$ cat src/rtl/ext_mem_if_pkg.sv
// Shared definitions for the external memory interface: FSM states and the
// default memory map used by the core, the interface and the bench.
package ext_mem_if_pkg;

   typedef enum logic [1:0] {
      IDLE   = 2'd0,
      ACCESS = 2'd1,
      DONE   = 2'd2
   } mem_state_t;

   localparam int unsigned DATA_W       = 16;
   localparam int unsigned CNT_W        = 4;
   localparam logic [15:0] ROM_TOP_DEF  = 16'h07FF;
   localparam int unsigned ROM_WAIT_DEF = 2;
   localparam int unsigned RAM_WAIT_DEF = 1;

endpackage

$ cat src/rtl/wait_counter.sv
// Loadable down-counter with zero flag; stalls at zero, clear beats load.
module wait_counter #(
   parameter int unsigned CNT_W = 4
) (
   input  logic             i_clk,
   input  logic             i_rst_n,
   input  logic             i_clr,
   input  logic             i_load,
   input  logic [CNT_W-1:0] i_load_val,
   input  logic             i_dec,
   output logic             o_zero
);

   logic [CNT_W-1:0] r_cnt;

   always_ff @(posedge i_clk) begin
      if (!i_rst_n)
         r_cnt <= '0;
      else if (i_clr)
         r_cnt <= '0;
      else if (i_load)
         r_cnt <= i_load_val;
      else if (i_dec && (r_cnt != '0))
         r_cnt <= r_cnt - CNT_W'(1);
   end

   assign o_zero = (r_cnt == '0);

endmodule

$ cat src/rtl/ext_mem_if.sv
// Bridges the core's multiplexed memory bus to a demultiplexed async SRAM/ROM,
// inserting per-region wait states and blocking writes into the ROM window.
module ext_mem_if
   import ext_mem_if_pkg::*;
#(
   parameter int unsigned ADDR_W   = 16,
   parameter logic [15:0] ROM_TOP  = ROM_TOP_DEF,
   parameter int unsigned ROM_WAIT = ROM_WAIT_DEF,
   parameter int unsigned RAM_WAIT = RAM_WAIT_DEF
) (
   input  logic              Clock,
   input  logic              nReset,
   input  logic [15:0]       CpuDataOut,
   input  logic              CpuALE,
   input  logic              CpuNME,
   input  logic              CpuNOE,
   input  logic              CpuRnW,
   output logic [15:0]       CpuDataIn,
   output logic              CpuNWait,
   output logic [ADDR_W-1:0] MemAddr,
   output logic [15:0]       MemWData,
   input  logic [15:0]       MemRData,
   output logic              MemCE_n,
   output logic              MemOE_n,
   output logic              MemWE_n,
   output logic              WrErr
);

   mem_state_t       r_state;
   mem_state_t       w_next;
   logic [15:0]      r_addr;
   logic [15:0]      r_rd;
   logic [15:0]      r_wd;
   logic             r_read;
   logic             r_wrerr;
   logic             w_is_rom;
   logic [CNT_W-1:0] w_wait;
   logic             w_start;
   logic             w_abort;
   logic             w_finish;
   logic             w_cnt_zero;

   assign w_is_rom = (r_addr <= ROM_TOP);
   assign w_wait   = w_is_rom ? CNT_W'(ROM_WAIT) : CNT_W'(RAM_WAIT);

   always_ff @(posedge Clock) begin
      if (!nReset)
         r_state <= IDLE;
      else
         r_state <= w_next;
   end

   // Next state plus the strobes, which follow state and the live bus.
   always_comb begin
      w_next    = r_state;
      w_start   = 1'b0;
      w_abort   = 1'b0;
      w_finish  = 1'b0;
      MemCE_n   = 1'b1;
      MemOE_n   = 1'b1;
      MemWE_n   = 1'b1;
      CpuNWait  = 1'b1;
      CpuDataIn = r_rd;
      case (r_state)
         IDLE: begin
            if (!CpuALE && !CpuNME) begin
               w_next  = ACCESS;
               w_start = 1'b1;
            end
         end
         ACCESS: begin
            MemCE_n  = 1'b0;
            CpuNWait = w_cnt_zero;
            MemOE_n  = !(r_read && !CpuNOE);
            MemWE_n  = r_read || w_is_rom;
            if (r_read)
               CpuDataIn = MemRData;
            if (CpuNME) begin
               w_next  = IDLE;
               w_abort = 1'b1;
            end else if (w_cnt_zero) begin
               w_next   = DONE;
               w_finish = 1'b1;
            end
         end
         DONE: begin
            if (CpuNME)
               w_next = IDLE;
         end
         default: w_next = IDLE;
      endcase
   end

   // Address, write data, read capture and the ROM-write error flag.
   always_ff @(posedge Clock) begin
      if (!nReset) begin
         r_addr  <= '0;
         r_rd    <= '0;
         r_wd    <= '0;
         r_read  <= 1'b0;
         r_wrerr <= 1'b0;
      end else begin
         r_wrerr <= w_start && !CpuRnW && w_is_rom;
         if ((r_state == IDLE) && CpuALE)
            r_addr <= CpuDataOut;
         if (w_start) begin
            r_read <= CpuRnW;
            if (!CpuRnW)
               r_wd <= CpuDataOut;
         end
         if (w_finish && r_read)
            r_rd <= MemRData;
      end
   end

   wait_counter #(.CNT_W(CNT_W)) u_wait_counter (
      .i_clk      (Clock),
      .i_rst_n    (nReset),
      .i_clr      (w_abort),
      .i_load     (w_start),
      .i_load_val (w_wait),
      .i_dec      (r_state == ACCESS),
      .o_zero     (w_cnt_zero)
   );

   assign MemAddr  = r_addr[ADDR_W-1:0];
   assign MemWData = r_wd;
   assign WrErr    = r_wrerr;

endmodule

$ cat config.mk
export PLATFORM = sky130hd
export DESIGN_NAME = ext_mem_if
export DESIGN_NICKNAME = d
export VERILOG_FILES = /design/src/rtl/ext_mem_if_pkg.sv /design/src/rtl/wait_counter.sv /design/src/rtl/ext_mem_if.sv
export SDC_FILE = /design/constraint.sdc
export NUM_CORES = 1
export LEC_CHECK = 0
export BUFFER_PORTS_ARGS = -buffer_cell sky130_fd_sc_hd__buf_4
export CORE_ASPECT_RATIO = 1.4
export CORE_MARGIN = 1.5
export CORE_UTILIZATION = 53
export DETAILED_ROUTE_END_ITERATION = 12
export PLACE_DENSITY = 0.95
export SKIP_LAST_GASP = 1
export SYNTH_ARGS = -nofsm -noshare
export SYNTH_HDL_FRONTEND = slang
export SYNTH_SLANG_ARGS = --single-unit
$ cat constraint.sdc
create_clock -name Clock -period 3.7 [get_ports Clock]
set_clock_uncertainty 0.05 [all_clocks]
set_input_delay 0.555 -clock Clock [delete_from_list [all_inputs] [get_ports Clock]]
set_output_delay 0.555 -clock Clock [all_outputs]
set_load 0.1 [all_outputs]
==> impl_metrics.ini, run 1 <==
[worst_setup_path]
cp-end-kind = output port
r2r_start = r_state[0]$_SDFFE_PN0P_
crit-reg2reg-capture = r_rd[8]$_SDFFE_PN0P_
cp.arrival_ps = 2300
start_kind = flop
criticalPathCategory = reg2out
worst_ep_required_time_ps = 3090
timing.reg2reg.setup_slack_ps = 1250
path_max_fanout = 19
r2r_cells = 4

[routing]
drc = 0
antenna_left = 0
drt_wl_total_microns = 5710
vias_per_cell = 5.13
vias = 2208
post_drt_wl_per_cell_microns = 13.3
drt_pass1_iterations = 4
drtIter0Drc = 72

[logic_synthesis]
async_reset_ff_share_pct = 0
synth_area_sq_um = 2470
synth_top_area_cell = dfxtp_1
ys.flop_type = dfxtp_1
syn_nets = 329
synth.avg_cell_area_sq_um = 8.56
yosysTopAreaCellShare_pct = 45.3
ys_ff_latch = 56
ys_types = 34
syn_inst = 289
synth_edf_count = 0
synth.yosys.seq_area_share_pct = 45.3
synth_area_leaders = dfxtp_1 (45%), nand2_1 (16%), a21boi_0 (8.2%)
yosysWarnings = 0

[global_routing]
grt-ovfl-total = 0
grt_pass1_vias = 2167
grtUsageTotal_pct = 23.1
grt_pass1_wl_microns = 9090
grt_max_degree = 56
antenna_found_initial = 0

[timing]
finalCriticalPeriod_ps = 2910
tightest_slew_ps = 941
rsz0062_at_grt = no
period_share_pct = 78.5
setup_tns_ps = 0
hold_viol_final = 0
clock.fmax_mhz = 344
setup-violations-final = 0
holdWs_ps = 407
slew_violations = 0
slew_headroom_pct = 37.1

[final_layout]
num_antenna_cells = 0
final_nets = 407
area_delta_synth_final_pct = 30.0
n_fill_cell = 373
final_layout_size_suffix_gt1_share_pct = 32.1
layout_common_cells = nand2_1 (103), buf_4 (91), dfxtp_1 (56)
final_common_cell = nand2_1

[clock_tree]
hold_buffers = 0
numCtsBuffers = 5
h-tree-depth = 2
cts_setup_buffers = 0
clock_latency_ps = 300
cts_resized = 0
cts_sinks = 56
cts_max_path_buffers = 2
clock-root-buffer = clkbuf_8
clk_pin_slew_worst_paths_ps = 90
cts_tree = built

[run]
maxCapViolations = 0

[placed_design]
dp.final_hpwl_microns = 4230
portBuffers = 90
gp_congestion = 0.815

[floorplan]
num_rows = 29
ios = 91
die_h_microns = 83.8
initial_core_util_pct = 55.0
die_x_microns = 60.7
die-area_sq_um = 5090
coreArea_sq_um = 4500

[power]
power_leakage_nw = 1.36
p_per_area_nw_per_um2 = 397
peakVddDrop_mv = 0.379
finalPower_mw = 1.28

[run_status]
outcome = finished clean

[worst_hold_path]
holdPathEnd = MemWData[13]$_SDFFE_PN0P_
min_path_cells = 2
min_path_type = reg2reg
hold_path_startpoint = MemWData[13]$_SDFFE_PN0P_
[metrics by stage]
step | area, sq um | setup slack (ps) | util, % | cells
3_3_place_gp | 3120 | 1240 | 69.4 | 422
5_1_grt | 3220 | 623 | 71.5 | 430
3_5_place_dp | 3120 | 1100 | 69.4 | 422
6_report | 3220 | 794 | 71.5 | 430
2_1_floorplan | 2470 | 981 | - | 289
4_1_cts | 3220 | 774 | 71.5 | 430
[worst max-delay path: stages, from the launching register on]
cell and delay, ps:
dfxtp_1 500, nand3b_1 690, or2_2 570, buf_4 240
[kinds of logic (layout without fill, tap and decap cells)]
kind of cell | Yosys count | count (layout) | share of synthesized area [%]
AOI/OAI and AO/OA | 57 | 57 | 16.8
muxes | 17 | 17 | 7.69
buffers and inverters | 23 | 102 | 5.01
DFF | 56 | 56 | 45.3
and+or+nand+nor | 132 | 132 | 23.5
xor gates and xnor gates | 2 | 2 | 0.708
adders and majority gates | 2 | 2 | 1.01
[routing by layer]
| metal | GRT usage, % | vias up | part of all wire, % |
|---|---|---|---|
| met4 | 8.10 | 0 | 1.7 |
| met1 | 21.6 | 1036 | 37 |
| met3 | 5.43 | 9 | 5.5 |
| met2 | 45.0 | 61 | 56 |
| met5 | 0 | - | 0 |
| li1 | - | 1102 | - |
[synthesized netlist by cell type, types with 3 or more instances]
library cell	number
buf_6	3
nand2_1	103
inv_1	3
a21boi_1	21
nor3_1	3
nor2b_1	4
dfxtp_1	56
clkbuf_1	9
o21ai_0	3
a21boi_0	27
mux2_2	16
nor2_1	7
or3_1	3
a21oi_1	3
buf_2	6
[power by group]
part / internal, mW / switching, mW / leakage [nW]
registers: 0.624 / 0.0147 / 0.455
clock network: 0.152 / 0.184 / 0.0445
logic: 0.0859 / 0.216 / 0.862
total: 0.862 / 0.415 / 1.36
[final cells by class]
class	instances	area [sq um]	share of cell area, %
sequential	56	1120	34.9
clock buffer	7	86.3	2.68
multi-input combinational	210	1230	38.2
tap	62	77.6	2.41
inverter	3	11.3	0.350
timing repair buffer	91	683	21.2
clock inverter	1	7.51	0.233
[worst max path at each step]
stage	endpoint	depth (start not counted)	from	slack, ps
after global placement	MemOE_n	3	r_state[0]$_SDFFE_PN0P_	1240
final	MemOE_n	3	r_state[0]$_SDFFE_PN0P_	790
after detailed placement	MemOE_n	3	r_state[0]$_SDFFE_PN0P_	1100
after CTS	MemOE_n	3	r_state[0]$_SDFFE_PN0P_	770
after floorplan	MemWE_n	3	MemAddr[12]$_SDFFE_PN0P_	980
after global routing	MemOE_n	3	r_state[0]$_SDFFE_PN0P_	620
[flip-flops by register name, indices dropped and copies added (netlist names)]
name                  cells
r_state                   2
MemWData                 16
r_read                    1
r_rd                     16
WrErr                     1
u_wait_counter.r_cnt      4
MemAddr                  16
No activity file was read; power rests on OpenSTA's default activity.
==> run 2: changes to the inputs <==
--- a/config.mk
+++ b/config.mk
@@ -8,9 +8,9 @@
 export BUFFER_PORTS_ARGS = -buffer_cell sky130_fd_sc_hd__buf_4
 export CORE_ASPECT_RATIO = 1.4
 export CORE_MARGIN = 1.5
-export CORE_UTILIZATION = 53
+export CORE_UTILIZATION = 49
 export DETAILED_ROUTE_END_ITERATION = 12
-export PLACE_DENSITY = 0.95
+export PLACE_DENSITY = 0.89
 export SKIP_LAST_GASP = 1
 export SYNTH_ARGS = -nofsm -noshare
 export SYNTH_HDL_FRONTEND = slang
==> constraint.sdc (replaced) <==
create_clock -name Clock -period 3 [get_ports Clock]
set_clock_uncertainty 0.05 [all_clocks]
set_input_delay 0.45 -clock Clock [delete_from_list [all_inputs] [get_ports Clock]]
set_output_delay 0.45 -clock Clock [all_outputs]
set_load 0.1 [all_outputs]
==> run 2 against run 1 <==
  * Register-to-register slack worse by 220 ps
  * Sequential share of layout area decreased by 0.14 points
  * First-iteration DRC count is 35% higher
  * Setup slack lost 200 ps
  * Die area grew 7.8%
  * Largest cell class unchanged
  * Critical path type unchanged
  * Global-route usage decreased by 3.6 points
==> impl_metrics.ini, run 2 (same netlist as run 1, synthesis figures left out) <==
[floorplan]
coreArea_sq_um = 4840
num_rows = 30
die_x_microns = 63.1
ios = 91
die-area_sq_um = 5490
die_h_microns = 87.1
initial_core_util_pct = 51.1

[routing]
vias_per_cell = 5.04
drt_wl_total_microns = 5450
drtIter0Drc = 97
drt_pass1_iterations = 4
drc = 0
antenna_left = 0
post_drt_wl_per_cell_microns = 12.6
vias = 2176

[power]
power_leakage_nw = 1.37
peakVddDrop_mv = 0.380
p_per_area_nw_per_um2 = 492

[final_layout]
final_common_cell = nand2_1
final_nets = 408
layout_common_cells = nand2_1 (103), buf_4 (92), dfxtp_1 (56)
final_layout_size_suffix_gt1_share_pct = 32.3
area_delta_synth_final_pct = 30.5
num_antenna_cells = 0
n_fill_cell = 406
fin_cells = 432

[clock_tree]
numCtsBuffers = 5
cts_sinks = 56
cts_setup_buffers = 0
cts_resized = 0
clock-root-buffer = clkbuf_8
hold_buffers = 0
clk_pin_slew_worst_paths_ps = 90
clock_latency_ps = 300
h-tree-depth = 2
cts_tree = built
cts_max_path_buffers = 2

[worst_setup_path]
r2r_start = u_wait_counter.r_cnt[1]$_SDFFE_PP0P_
start_kind = flop
r2r_cells = 6
path_cells = nor2b_1 -> inv_1 -> or3_1 -> buf_4
cp-end-kind = output port
cpMaxStageDelayCell = dfxtp_1
crit_path_max_incr_delay_ps = 510
cp.arrival_ps = 1910
criticalPathCategory = reg2out
worst_ep_required_time_ps = 2500
path_max_fanout = 9
critPathLaunch = r_state[0]$_SDFFE_PN0P_

[global_routing]
grtUsageTotal_pct = 19.5
grt_pass1_vias = 1986
grt_pass1_wl_microns = 8620
antenna_found_initial = 0
grt-ovfl-total = 0
grt_max_degree = 56

[placed_design]
gp_congestion = 0.809
portBuffers = 90
dp.final_hpwl_microns = 3930
placed_cells = 425

[timing]
slew_violations = 0
setup-violations-final = 0
clock.fmax_mhz = 416
hold_viol_final = 0
tightest_slew_ps = 643
holdWs_ps = 347
setup_tns_ps = 0
finalCriticalPeriod_ps = 2410
slew_headroom_pct = 57.1
rsz0062_at_grt = no
period_share_pct = 80.2

[run_status]
outcome = finished clean

[worst_hold_path]
hold_path_startpoint = CpuDataOut[7]
min_path_cells = 3
min_path_type = in2reg

[run]
maxCapViolations = 0
## run 2: through the flow
stage | power (mW) | setup WS [ps] | cell area, sq um | util, %
6_report | 1.59 | 594 | 3230 | 66.7
5_1_grt | 1.65 | 481 | 3230 | 66.7
4_1_cts | 1.60 | 606 | 3230 | 66.7
3_5_place_dp | 1.18 | 941 | 3130 | 64.7
3_3_place_gp | 1.17 | 995 | 3130 | 64.7
2_1_floorplan | 1.08 | 386 | 2470 | -
## run 2: area by class of cell
class	instances	area [sq um]	area share (%)
Clock buffer	7	96.3	2.98
Tap cell	64	80.1	2.48
Timing Repair Buffer	92	691	21.4
Multi-Input combinational cell	210	1230	38.1
Sequential cell	56	1120	34.7
Inverter	3	11.3	0.349
## run 2: worst max-delay path: cells and delay by family, from the launching register on
| family | cells | cell delay, ps |
|---|---|---|
| and+or+nand+nor | 2 | 750 |
| DFF | 1 | 510 |
| buffers and inverters | 2 | 350 |
## run 2: final timing paths
check | slack [ps] | endpoint
worst min register to register | 410 | MemWData[12]$_SDFFE_PN0P_
worst max register to register | 1030 | r_rd[10]$_SDFFE_PN0P_
worst max-delay path | 590 | MemWE_n
worst min-delay path | 350 | MemWData[7]$_SDFFE_PN0P_
## run 2: metal layers
layer	track usage, %	wire length, microns
met1	21.0	2210
met2	36.6	2800
met3	4.01	336
met4	8.48	99
met5	0	0
## run 2: power breakdown
group	internal, mW	leakage [nW]	total, mW	switching [mW]
sequential	0.769	0.455	0.787	0.0182
clock	0.206	0.0503	0.430	0.224
combinational	0.106	0.866	0.370	0.265
